`src/rtl/pwm_speed_decoder.sv`:
```
// Recovers the 8-bit speed code from an incoming PWM stream by measuring the
// high time over each period, and flags periods of the wrong length.
module pwm_speed_decoder #(
    parameter int WIDTH  = 8,
    parameter int PERIOD = 256
) (
    input  logic             clk,
    input  logic             rst_n,
    input  logic             pwd_data,
    output logic [WIDTH-1:0] speed,
    output logic             speed_valid,
    output logic             locked,
    output logic             period_err
);
    localparam logic [WIDTH:0]   C_ONE    = {{WIDTH{1'b0}}, 1'b1};
    localparam logic [WIDTH:0]   C_PERIOD = (WIDTH+1)'(PERIOD);
    localparam logic [WIDTH:0]   C_SAT    = (WIDTH+1)'(PERIOD + 1);
    localparam logic [WIDTH-1:0] C_FULL   = {WIDTH{1'b1}};

    typedef enum logic {S_IDLE, S_MEASURE} state_t;

    state_t           r_state;
    state_t           w_state_next;
    logic             r_s1;
    logic             r_s2;
    logic             r_prev;
    logic             w_rise;
    logic [WIDTH:0]   r_period_cnt;
    logic [WIDTH:0]   r_high_cnt;
    logic [WIDTH:0]   w_period_inc;
    logic [WIDTH:0]   w_high_inc;
    logic             w_clear;
    logic             w_good;
    logic             w_bad;
    logic             w_timeout;
    logic [WIDTH-1:0] r_speed;
    logic             r_speed_valid;
    logic             r_locked;
    logic             r_period_err;

    assign w_rise = r_s2 & ~r_prev;

    always_ff @(posedge clk or negedge rst_n) begin
        if (!rst_n) begin
            r_s1   <= 1'b0;
            r_s2   <= 1'b0;
            r_prev <= 1'b0;
        end else begin
            r_s1   <= pwd_data;
            r_s2   <= r_s1;
            r_prev <= r_s2;
        end
    end

    always_ff @(posedge clk or negedge rst_n) begin
        if (!rst_n) begin
            r_state <= S_IDLE;
        end else begin
            r_state <= w_state_next;
        end
    end

    // Timeout fires on the edge that would take the count past PERIOD, so a
    // constant level restarts the count and reports exactly once per PERIOD.
    always_comb begin
        w_state_next = r_state;
        w_clear      = 1'b0;
        w_good       = 1'b0;
        w_bad        = 1'b0;
        w_timeout    = 1'b0;
        case (r_state)
            S_IDLE: begin
                if (w_rise) begin
                    w_state_next = S_MEASURE;
                end else begin
                    w_clear = 1'b1;
                end
            end
            S_MEASURE: begin
                if (w_rise) begin
                    if (r_period_cnt == C_PERIOD) begin
                        w_good = 1'b1;
                    end else begin
                        w_bad = 1'b1;
                    end
                end else if (r_period_cnt == C_PERIOD) begin
                    w_timeout = 1'b1;
                end
            end
            default: w_state_next = S_IDLE;
        endcase
    end

    assign w_period_inc = (r_period_cnt == C_SAT) ? C_SAT : r_period_cnt + C_ONE;
    assign w_high_inc   = (r_high_cnt == C_SAT) ? C_SAT
                        : r_high_cnt + {{WIDTH{1'b0}}, r_s2};

    always_ff @(posedge clk or negedge rst_n) begin
        if (!rst_n) begin
            r_period_cnt <= '0;
            r_high_cnt   <= '0;
        end else if (w_clear) begin
            r_period_cnt <= '0;
            r_high_cnt   <= '0;
        end else if (w_rise) begin
            r_period_cnt <= C_ONE;
            r_high_cnt   <= C_ONE;
        end else if (w_timeout) begin
            r_period_cnt <= C_ONE;
            r_high_cnt   <= {{WIDTH{1'b0}}, r_s2};
        end else begin
            r_period_cnt <= w_period_inc;
            r_high_cnt   <= w_high_inc;
        end
    end

    always_ff @(posedge clk or negedge rst_n) begin
        if (!rst_n) begin
            r_speed       <= '0;
            r_speed_valid <= 1'b0;
            r_locked      <= 1'b0;
            r_period_err  <= 1'b0;
        end else begin
            r_speed_valid <= w_good | w_timeout;
            r_period_err  <= w_bad;
            if (w_good) begin
                // A full-period high count cannot fit in WIDTH bits.
                r_speed  <= (r_high_cnt == C_PERIOD) ? C_FULL : r_high_cnt[WIDTH-1:0];
                r_locked <= 1'b1;
            end else if (w_timeout) begin
                r_speed  <= r_s2 ? C_FULL : '0;
                r_locked <= 1'b1;
            end else if (w_bad) begin
                r_locked <= 1'b0;
            end
        end
    end

    assign speed       = r_speed;
    assign speed_valid = r_speed_valid;
    assign locked      = r_locked;
    assign period_err  = r_period_err;

endmodule

```
`config.mk`:
```
export PLATFORM = sky130hd
export DESIGN_NAME = pwm_speed_decoder
export DESIGN_NICKNAME = d
export VERILOG_FILES = /design/src/rtl/pwm_speed_decoder.sv
export SDC_FILE = /design/constraint.sdc
export NUM_CORES = 1
export LEC_CHECK = 0
export ABC_AREA = 1
export CORE_AREA = 2 2 61 63
export DETAILED_ROUTE_END_ITERATION = 7
export DIE_AREA = 0 0 63 65
export PLACE_DENSITY_LB_ADDON = 0.15
export SLEW_MARGIN = 20
export SYNTH_ARGS = -nofsm -noshare
export SYNTH_HDL_FRONTEND = slang
export SYNTH_SLANG_ARGS = --single-unit
```
`constraint.sdc`:
```
create_clock -name clk -period 3.9 [get_ports clk]
set_input_delay 0.585 -clock clk [delete_from_list [all_inputs] [get_ports clk]]
set_output_delay 0.585 -clock clk [all_outputs]
set_load 0.01 [all_outputs]
```
## Yosys cells after proc, flatten, opt, wreduce, memory -nomap -nowiden

Cells that the tools add are included.

- Add/sub/neg operators: 2
- Multipliers: 0
- Divide/modulo/power cells: 0
- $lt $le $gt $ge: 0
- Eq/ne operators: 4
- Shifts and indexed selects: 0
- Muxes and demuxes: 27
- Bitwise operators: 3
- Reduce and logical (&&, ||, !) cells: 2

Operator list:

| cell | count |
|---|---|
| 9-bit two-way mux | 8 |
| 9-bit == test, second input constant | 4 |
| 8-bit two-way mux | 4 |
| 1-bit two-way mux | 15 |
| 9-bit by 1-bit adder with 9-bit output | 1 |
| 9-bit by 1-bit adder with 9-bit output, second input constant | 1 |
| 3-bit nonzero test | 1 |
| 2-bit nonzero test | 1 |
| 1-bit AND | 1 |
| 1-bit NOT | 1 |
| 1-bit bitwise OR | 1 |

- Register bits: 33
- Bits in latches: 0
- Bits in writable memories: 0
- Bits in read-only memories: 0
- Input bits: 3
- Output and inout bits: 11
- Memories: 0

## Depth between registers and ports, before layout

Gate-level depths: netlist of run 1.

- Depth in word-level cells: 7
- Mapped depth: 9
- Gate-level depth less buffers: 9

## Worst setup path before layout of run 1

No wires, ideal clock.

- Path kind: flip-flop to flip-flop
- Start point: register r_s2
- End point: register r_high_cnt[8]
- Data arrival time: 1.302 ns
- Required time: 3.780 ns
- Slack: 2.478 ns
- Stages on the path, launching flop included: 10
- Cells stage by stage: dfrtp_1 -> ha_1 -> ha_1 -> nand3_1 -> nor2_1 -> nand2_1 -> nor2_1 -> nor2_1 -> o21ai_0 -> inv_1

- Word-level cells in the longest chain between the ends: 6

Ends and longest elaborated chain:

| element | RTL line | source |
|---|---|---|
| start, declared | 25 | `logic r_s2;` |
| start signal, assigned | 50 | `r_s2 <= r_s1;` |
| parallel branches: the longest is 5 deep, another holds 9-bit by 1-bit adder with 9-bit output | - |  |
| 9-bit two-way mux * | 102 | `end else if (w_clear) begin` |
| end signal, assigned | 110 | `r_high_cnt <= {{WIDTH{1'b0}}, r_s2};` |
| end signal, assigned | 113 | `r_high_cnt <= w_high_inc;` |
| end, declared | 29 | `logic [WIDTH:0] r_high_cnt;` |

Every way passes the cells marked *.
A chain may end at the register's enable or synchronous reset.

## Worst setup path in the final report of run 1

- Start point: register r_speed[0], in the netlist speed[0]
- End point: output speed[0]

RTL lines:

| element | RTL line | source |
|---|---|---|
| start, declared | 36 | `logic [WIDTH-1:0] r_speed;` |
| start signal, assigned | 128 | `r_speed <= (r_high_cnt == C_PERIOD) ? C_FULL : r_high_cnt[WIDTH-1:0];` |
| start signal, assigned | 131 | `r_speed <= r_s2 ? C_FULL : '0;` |
| end, declared | 10 | `output logic [WIDTH-1:0] speed,` |

No word-level cell between the ends.

==> results of run 1 <==
cell type report:
type | count | share of cell area
repair buffers | 14 | 0.0716
well taps | 48 | 0.0313
multi-input cells | 134 | 0.374
clock buffers | 7 | 0.0339
inverters | 29 | 0.0566
clock inverters | 1 | 0.00260
flip-flops and latches | 33 | 0.430
routing by layer:
| layer | wire length, um | vias to the layer above |
|---|---|---|
| met4 | 53 | 0 |
| li1 | - | 649 |
| met5 | 0 | - |
| met3 | 116 | 5 |
| met1 | 1500 | 587 |
| met2 | 1210 | 22 |
through the flow:
step | std cells | area (um2) | hold slack (ns)
global route | 266 | 1920 | 0.365
global placement | 258 | 1850 | 0.333
detailed placement | 258 | 1850 | 0.338
CTS | 266 | 1920 | 0.361
floorplan | 197 | 1660 | 0.289
finish | 266 | 1920 | 0.357
Yosys cell counts:
cell      instances
nand3_2           1
nand4_2           1
a21o_2            1
nor3_4            2
nand3_1          20
nand2_4           1
o21ai_1           1
nand2_2           3
inv_2             2
o21ai_0           3
buf_2             1
nand4_1           2
o21bai_1          1
nor2_2            1
xor2_1            8
ha_1              5
nor2_4            2
xnor2_1           2
dfrtp_1          33
nand2_1          40
nor3_1            5
inv_1            27
nor2_1           35
sequential cells by signal, indices dropped and copies added (netlist names):
signal        cells
r_high_cnt        9
r_period_cnt      9
speed             8
locked            1
period_err        1
r_prev            1
r_s1              1
r_s2              1
r_state           1
speed_valid       1
worst max path at each step:
stage	end	cells past startpoint
floorplan	r_high_cnt[8]$_DFF_PN0_	9
global route	speed[7]$_DFFE_PN0P_	9
global placement	speed[7]$_DFFE_PN0P_	9
detailed placement	speed[7]$_DFFE_PN0P_	9
CTS	speed[0]	1
finish	speed[0]	1
logic make-up (layout without fill, tap and decap cells):
group / Yosys count / count (layout)
compound gates: 6 / 6
xor+xnor: 10 / 10
fa+ha+maj: 5 / 5
buf+inv: 30 / 51
flops: 33 / 33
simple gates: 113 / 113
power by group:
part	leakage (nW)	switching [mW]	internal [mW]
logic	0.511	0.0925	0.0618
registers	0.436	0.0348	0.374
clock network	0.0413	0.116	0.104
==> run_results.csv, run 1 <==
group,metric,value,unit
run_status,outcome,"completed",
cells_and_area,utilization,0.550,
yosys,synth-seq-cells,33,
yosys,synth_compound_area_frac,0.0219,
cts,clockRootBuffer,"clkbuf_4",
cts,cts_tree,"done",
pwr,ir_drop,0.000187,V
worst_setup_path,crit_start,"speed[0]$_DFFE_PN0P_",
worst_setup_path,path_max_fanout,2,
drt,drc,0,
worst_setup_path,reg2reg_to,"speed[7]$_DFFE_PN0P_",
cts,cts_setup_buffers,0,
worst_setup_path,path_cells,"clkdlybuf4s50_1",
cts,clockBufferDepth,2,
global_route,use_met1,0.221,
yosys,synth_warnings,0,
sta,slew_viol_final,0,
cts,ctsResizeCount,0,
cells_and_area,drive_gt1_frac,0.106,
drt,wl_per_cell,10.8,um
cells_and_area,final_common_cell,"nand2_1",
cts,hold_buffers,0,
yosys,seq_area_frac_synth,0.498,
yosys,yosys.area_share.simple,0.321,
floorplan,design.core.area,3500,um2
sta,max_slew_margin,0.726,
placed_design,dpl.hpwl,2.09,mm
global_route,use_met3,0.0590,
pwr,power,0.784,mW
drt,dr.pass1.iters,4,
worst_setup_path,r2r-start,"r_period_cnt[0]$_DFF_PN0_",
sta,setup_viol_count_final,0,
global_route,grt_pass1_wl,5.26,mm
pwr,p_per_area,408,nW/um2
yosys,synthAdderAreaFrac,0.0377,
worst_setup_path,critPathMaxStageDelay,0.53,ns
worst_hold_path,hold_start,"r_s1$_DFF_PN0_",
worst_hold_path,worstHoldPathType,"flip-flop to flip-flop",
worst_hold_path,whs_path_depth,0,
cells_and_area,nets,225,
drt,avgViaCountPerCell,4.75,
yosys,netlist.area_leader.share,0.498,
cts,h-tree-depth,2,
cells_and_area,final_cell_mix,"40 x nand2_1, 35 x nor2_1, 33 x dfrtp_1",
yosys,synth_top_family_by_area,"simple AND/OR/NAND/NOR gates",
floorplan,fp.dieH,65,um
yosys,netlist_instances,197,
cells_and_area,diodes,0,
worst_setup_path,reg2reg_depth,9,
global_route,grt_pass1_vias,1185,
cts,numCtsBuffers,5,
worst_setup_path,required,3.31,ns
worst_setup_path,crit_slowest_cell,"clkdlybuf4s50_1",
worst_setup_path,crit_family,"buffers and inverters",
drt,drtIter0Drc,43,
worst_setup_path,cp.arrival,1.24,ns
placed_design,portBuffers,13,
worst_setup_path,crit_type,"flip-flop to output pin",
yosys,synth.distinct_cells,23,
floorplan,die_area,4100,um2
yosys,synthTopCellsByArea,"dfrtp_1 50%, nand2_1 9.0%, nor2_1 7.9%",
pwr,power_leakage,0.988,nW
floorplan,ios,14,
yosys,yosys.area_share.xor_xnor,0.0528,
worst_setup_path,r2r_slack,2.15,ns
yosys,synthMuxAreaShare,0,
cts,clk_latency,0.34,ns
cells_and_area,nFillCells,331,
global_route,grtUsageMet2,0.251,
global_route,grt_antenna_before_repair,0,
global_route,grt-ovfl-total,0,
worst_setup_path,start_kind,"flip-flop",
sta,post-route-period-util,0.467,
global_route,grt_max_degree,34,
sta,tightest_slew,0.411,ns
sta,skew,0.0141,ns
cells_and_area,seq_area,826,um2
run,cap_viol_max_count,0,
global_route,grt-busiest-layer,"met2",
floorplan,num_rows,22,
cts,clock_sinks,33,
floorplan,die-width,63,um
sta,max_freq,549,MHz
sta,rsz0062_at_grt,"no",
yosys,syn-cell-area,1660,um2
worst_setup_path,cp-end-kind,"output pin",
placed_design,finalWeightedCongestion,0.799,
sta,period_needed,1.82,ns
yosys,yosysTopAreaCell,"dfrtp_1",
sta,hold_violations,0,
drt,wirelength,2.88,mm
yosys,syn_avg_cell_area,8.42,um2
cts,clkTransAtPathRegs,0.11,ns
placed_design,pre_cts_slack,2.19,ns
worst_hold_path,whs_endpoint,"r_s2$_DFF_PN0_",
drt,drtAntennaViolNets,0,
yosys,synth_nets,205,
floorplan,initial_core_util,0.475,
cells_and_area,multi_input_area,719,um2
drt,vias,1263,
cells_and_area,syn_to_final_growth,15.8,%
sta,setup_ws,2.08,ns
worst_setup_path,path_buf_inv,1,
sta,tns,0,ns
global_route,grt_usage,0.167,
Power figures use the tool's default switching activity.
==> run 2: changes to the inputs <==
clock period = 1.6 ns   (was 3.9 ns; I/O delays follow)
==> run_results.csv, run 2 (synthesis gave the netlist of run 1 again) <==
group,metric,value,unit
sta,hold_violations,0,
pwr,power,1.91,mW
sta,tns,0,ns
drt,vias,1267,
cts,cts_tree,"done",
sta,period_needed,1.49,ns
pwr,p_per_area,956,nW/um2
cells_and_area,final_area,2000,um2
cts,clockRootBuffer,"clkbuf_4",
cts,clock_sinks,33,
pwr,p_sw_frac,0.324,
worst_hold_path,worstHoldPathType,"primary input to asynchronous set/reset pin",
floorplan,ios,14,
drt,avgViaCountPerCell,4.66,
worst_setup_path,start_kind,"flip-flop",
pwr,p_seq_frac,0.528,
floorplan,fp.dieH,65,um
placed_design,dpl.cell_count,261,
floorplan,die_area,4100,um2
worst_setup_path,cp-end-kind,"flip-flop",
worst_setup_path,reg2reg_to,"r_high_cnt[8]$_DFF_PN0_",
placed_design,dpl.hpwl,2.10,mm
sta,setup_ws,0.107,ns
worst_setup_path,r2r_slack,0.11,ns
cells_and_area,nFillCells,310,
worst_setup_path,required,1.84,ns
global_route,grt-ovfl-total,0,
global_route,grt_antenna_before_repair,0,
placed_design,finalWeightedCongestion,0.787,
pwr,p_sw,0.619,mW
sta,post-route-period-util,0.933,
cts,clockBufferDepth,2,
drt,drc,0,
sta,max_slew_margin,0.729,
cells_and_area,drive_gt1_frac,0.165,
cells_and_area,final_cells,272,
global_route,grt_max_degree,34,
pwr,ir_drop,0.000503,V
cells_and_area,final_cell_mix,"37 x nand2_1, 33 x nor2_1, 33 x dfrtp_1",
pwr,power_leakage,1.00,nW
worst_setup_path,r2r-start,"r_high_cnt[0]$_DFF_PN0_",
cells_and_area,utilization,0.571,
floorplan,die-width,63,um
cells_and_area,syn_to_final_growth,20.3,%
drt,wl_per_cell,10.8,um
pwr,p_int,1.29,mW
cts,h-tree-depth,2,
cts,numCtsBuffers,5,
sta,setup_viol_count_final,0,
cells_and_area,nets,231,
pwr,p_comb_frac,0.238,
placed_design,pre_cts_slack,0.0614,ns
worst_setup_path,reg2reg_depth,9,
global_route,grt_pass1_wl,5.49,mm
sta,tightest_slew,0.406,ns
floorplan,design.core.area,3500,um2
worst_setup_path,path_max_fanout,4,
cells_and_area,seq_area,826,um2
floorplan,initial_core_util,0.475,
drt,drtAntennaViolNets,0,
cts,clkTransAtPathRegs,0.10,ns
placed_design,portBuffers,13,
pwr,p_clk_frac,0.233,
sta,hold_ws,0.279,ns
drt,dr.pass1.iters,5,
run,cap_viol_max_count,0,
placed_design,dpl_cell_area,1870,um2
worst_setup_path,crit_type,"flip-flop to flip-flop",
cells_and_area,multi_input_area,769,um2
cells_and_area,diodes,0,
drt,drtIter0Drc,45,
sta,max_freq,670,MHz
global_route,grt_pass1_vias,1303,
run_status,outcome,"completed",
global_route,grt_usage,0.174,
cts,hold_buffers,0,
cts,clk_latency,0.34,ns
sta,skew,0.00811,ns
drt,wirelength,2.92,mm
floorplan,num_rows,22,
sta,slew_viol_final,0,
cells_and_area,final_common_cell,"nand2_1",
worst_setup_path,cp.arrival,1.73,ns
## run 2: cell count changes in the layout (fill, tap and decap cells not counted), sizes merged
cell	previous run	this run
clkbuf	7	8
clkinv	1	0
buf	1	7
## run 2: critical path: stages (launching register included)
cell     delay [ns]
dfrtp_1        0.41
ha_2           0.23
ha_4           0.15
nand3_4        0.09
nor2_4         0.11
nand2_2        0.07
nor2_1         0.11
nor2_1         0.04
o21ai_1        0.12
inv_1          0.05
## run 2: power by group through the flow
stage | Sequential [mW] | Clock (mW) | Combinational, mW
2_1_floorplan | 0.996 | 0 | 0.296
4_1_cts | 0.992 | 0.470 | 0.389
3_3_place_gp | 1.00 | 0 | 0.376
5_1_grt | 1.02 | 0.509 | 0.533
6_report | 1.01 | 0.445 | 0.454
3_5_place_dp | 1.01 | 0 | 0.384
## run 2: cell type report
type,count,area share
Clock buffer,8,0.0245
Inverter,29,0.0545
Multi-Input combinational cell,134,0.386
Sequential cell,33,0.414
Tap cell,48,0.0301
Timing Repair Buffer,20,0.0915
## run 2: metal layers
layer | global-route usage | wire, um | up-vias
li1 | - | - | 663
met1 | 0.207 | 1420 | 573
met2 | 0.290 | 1340 | 24
met3 | 0.0538 | 98 | 7
met4 | 0.0750 | 70 | 0
met5 | 0 | 0 | -
## run 2: worst max-delay path by stage
| stage | startpoint | to | slack [ns] | cells after the start |
|---|---|---|---|---|
| floorplan | r_s2$_DFF_PN0_ | r_high_cnt[8]$_DFF_PN0_ | 0.18 | 9 |
| global route | r_high_cnt[0]$_DFF_PN0_ | r_high_cnt[8]$_DFF_PN0_ | -0.008 | 9 |
| CTS | r_high_cnt[0]$_DFF_PN0_ | r_high_cnt[8]$_DFF_PN0_ | 0.04 | 9 |
| global placement | r_high_cnt[0]$_DFF_PN0_ | r_high_cnt[8]$_DFF_PN0_ | 0.07 | 9 |
| detailed placement | r_high_cnt[0]$_DFF_PN0_ | r_high_cnt[8]$_DFF_PN0_ | 0.06 | 9 |
| finish | r_high_cnt[0]$_DFF_PN0_ | r_high_cnt[8]$_DFF_PN0_ | 0.11 | 9 |
## run 2: what timing repair did
item,CTS,global route
gates resized for setup,0,15
buffers inserted,0,3
endpoints found under the setup margin,0,17
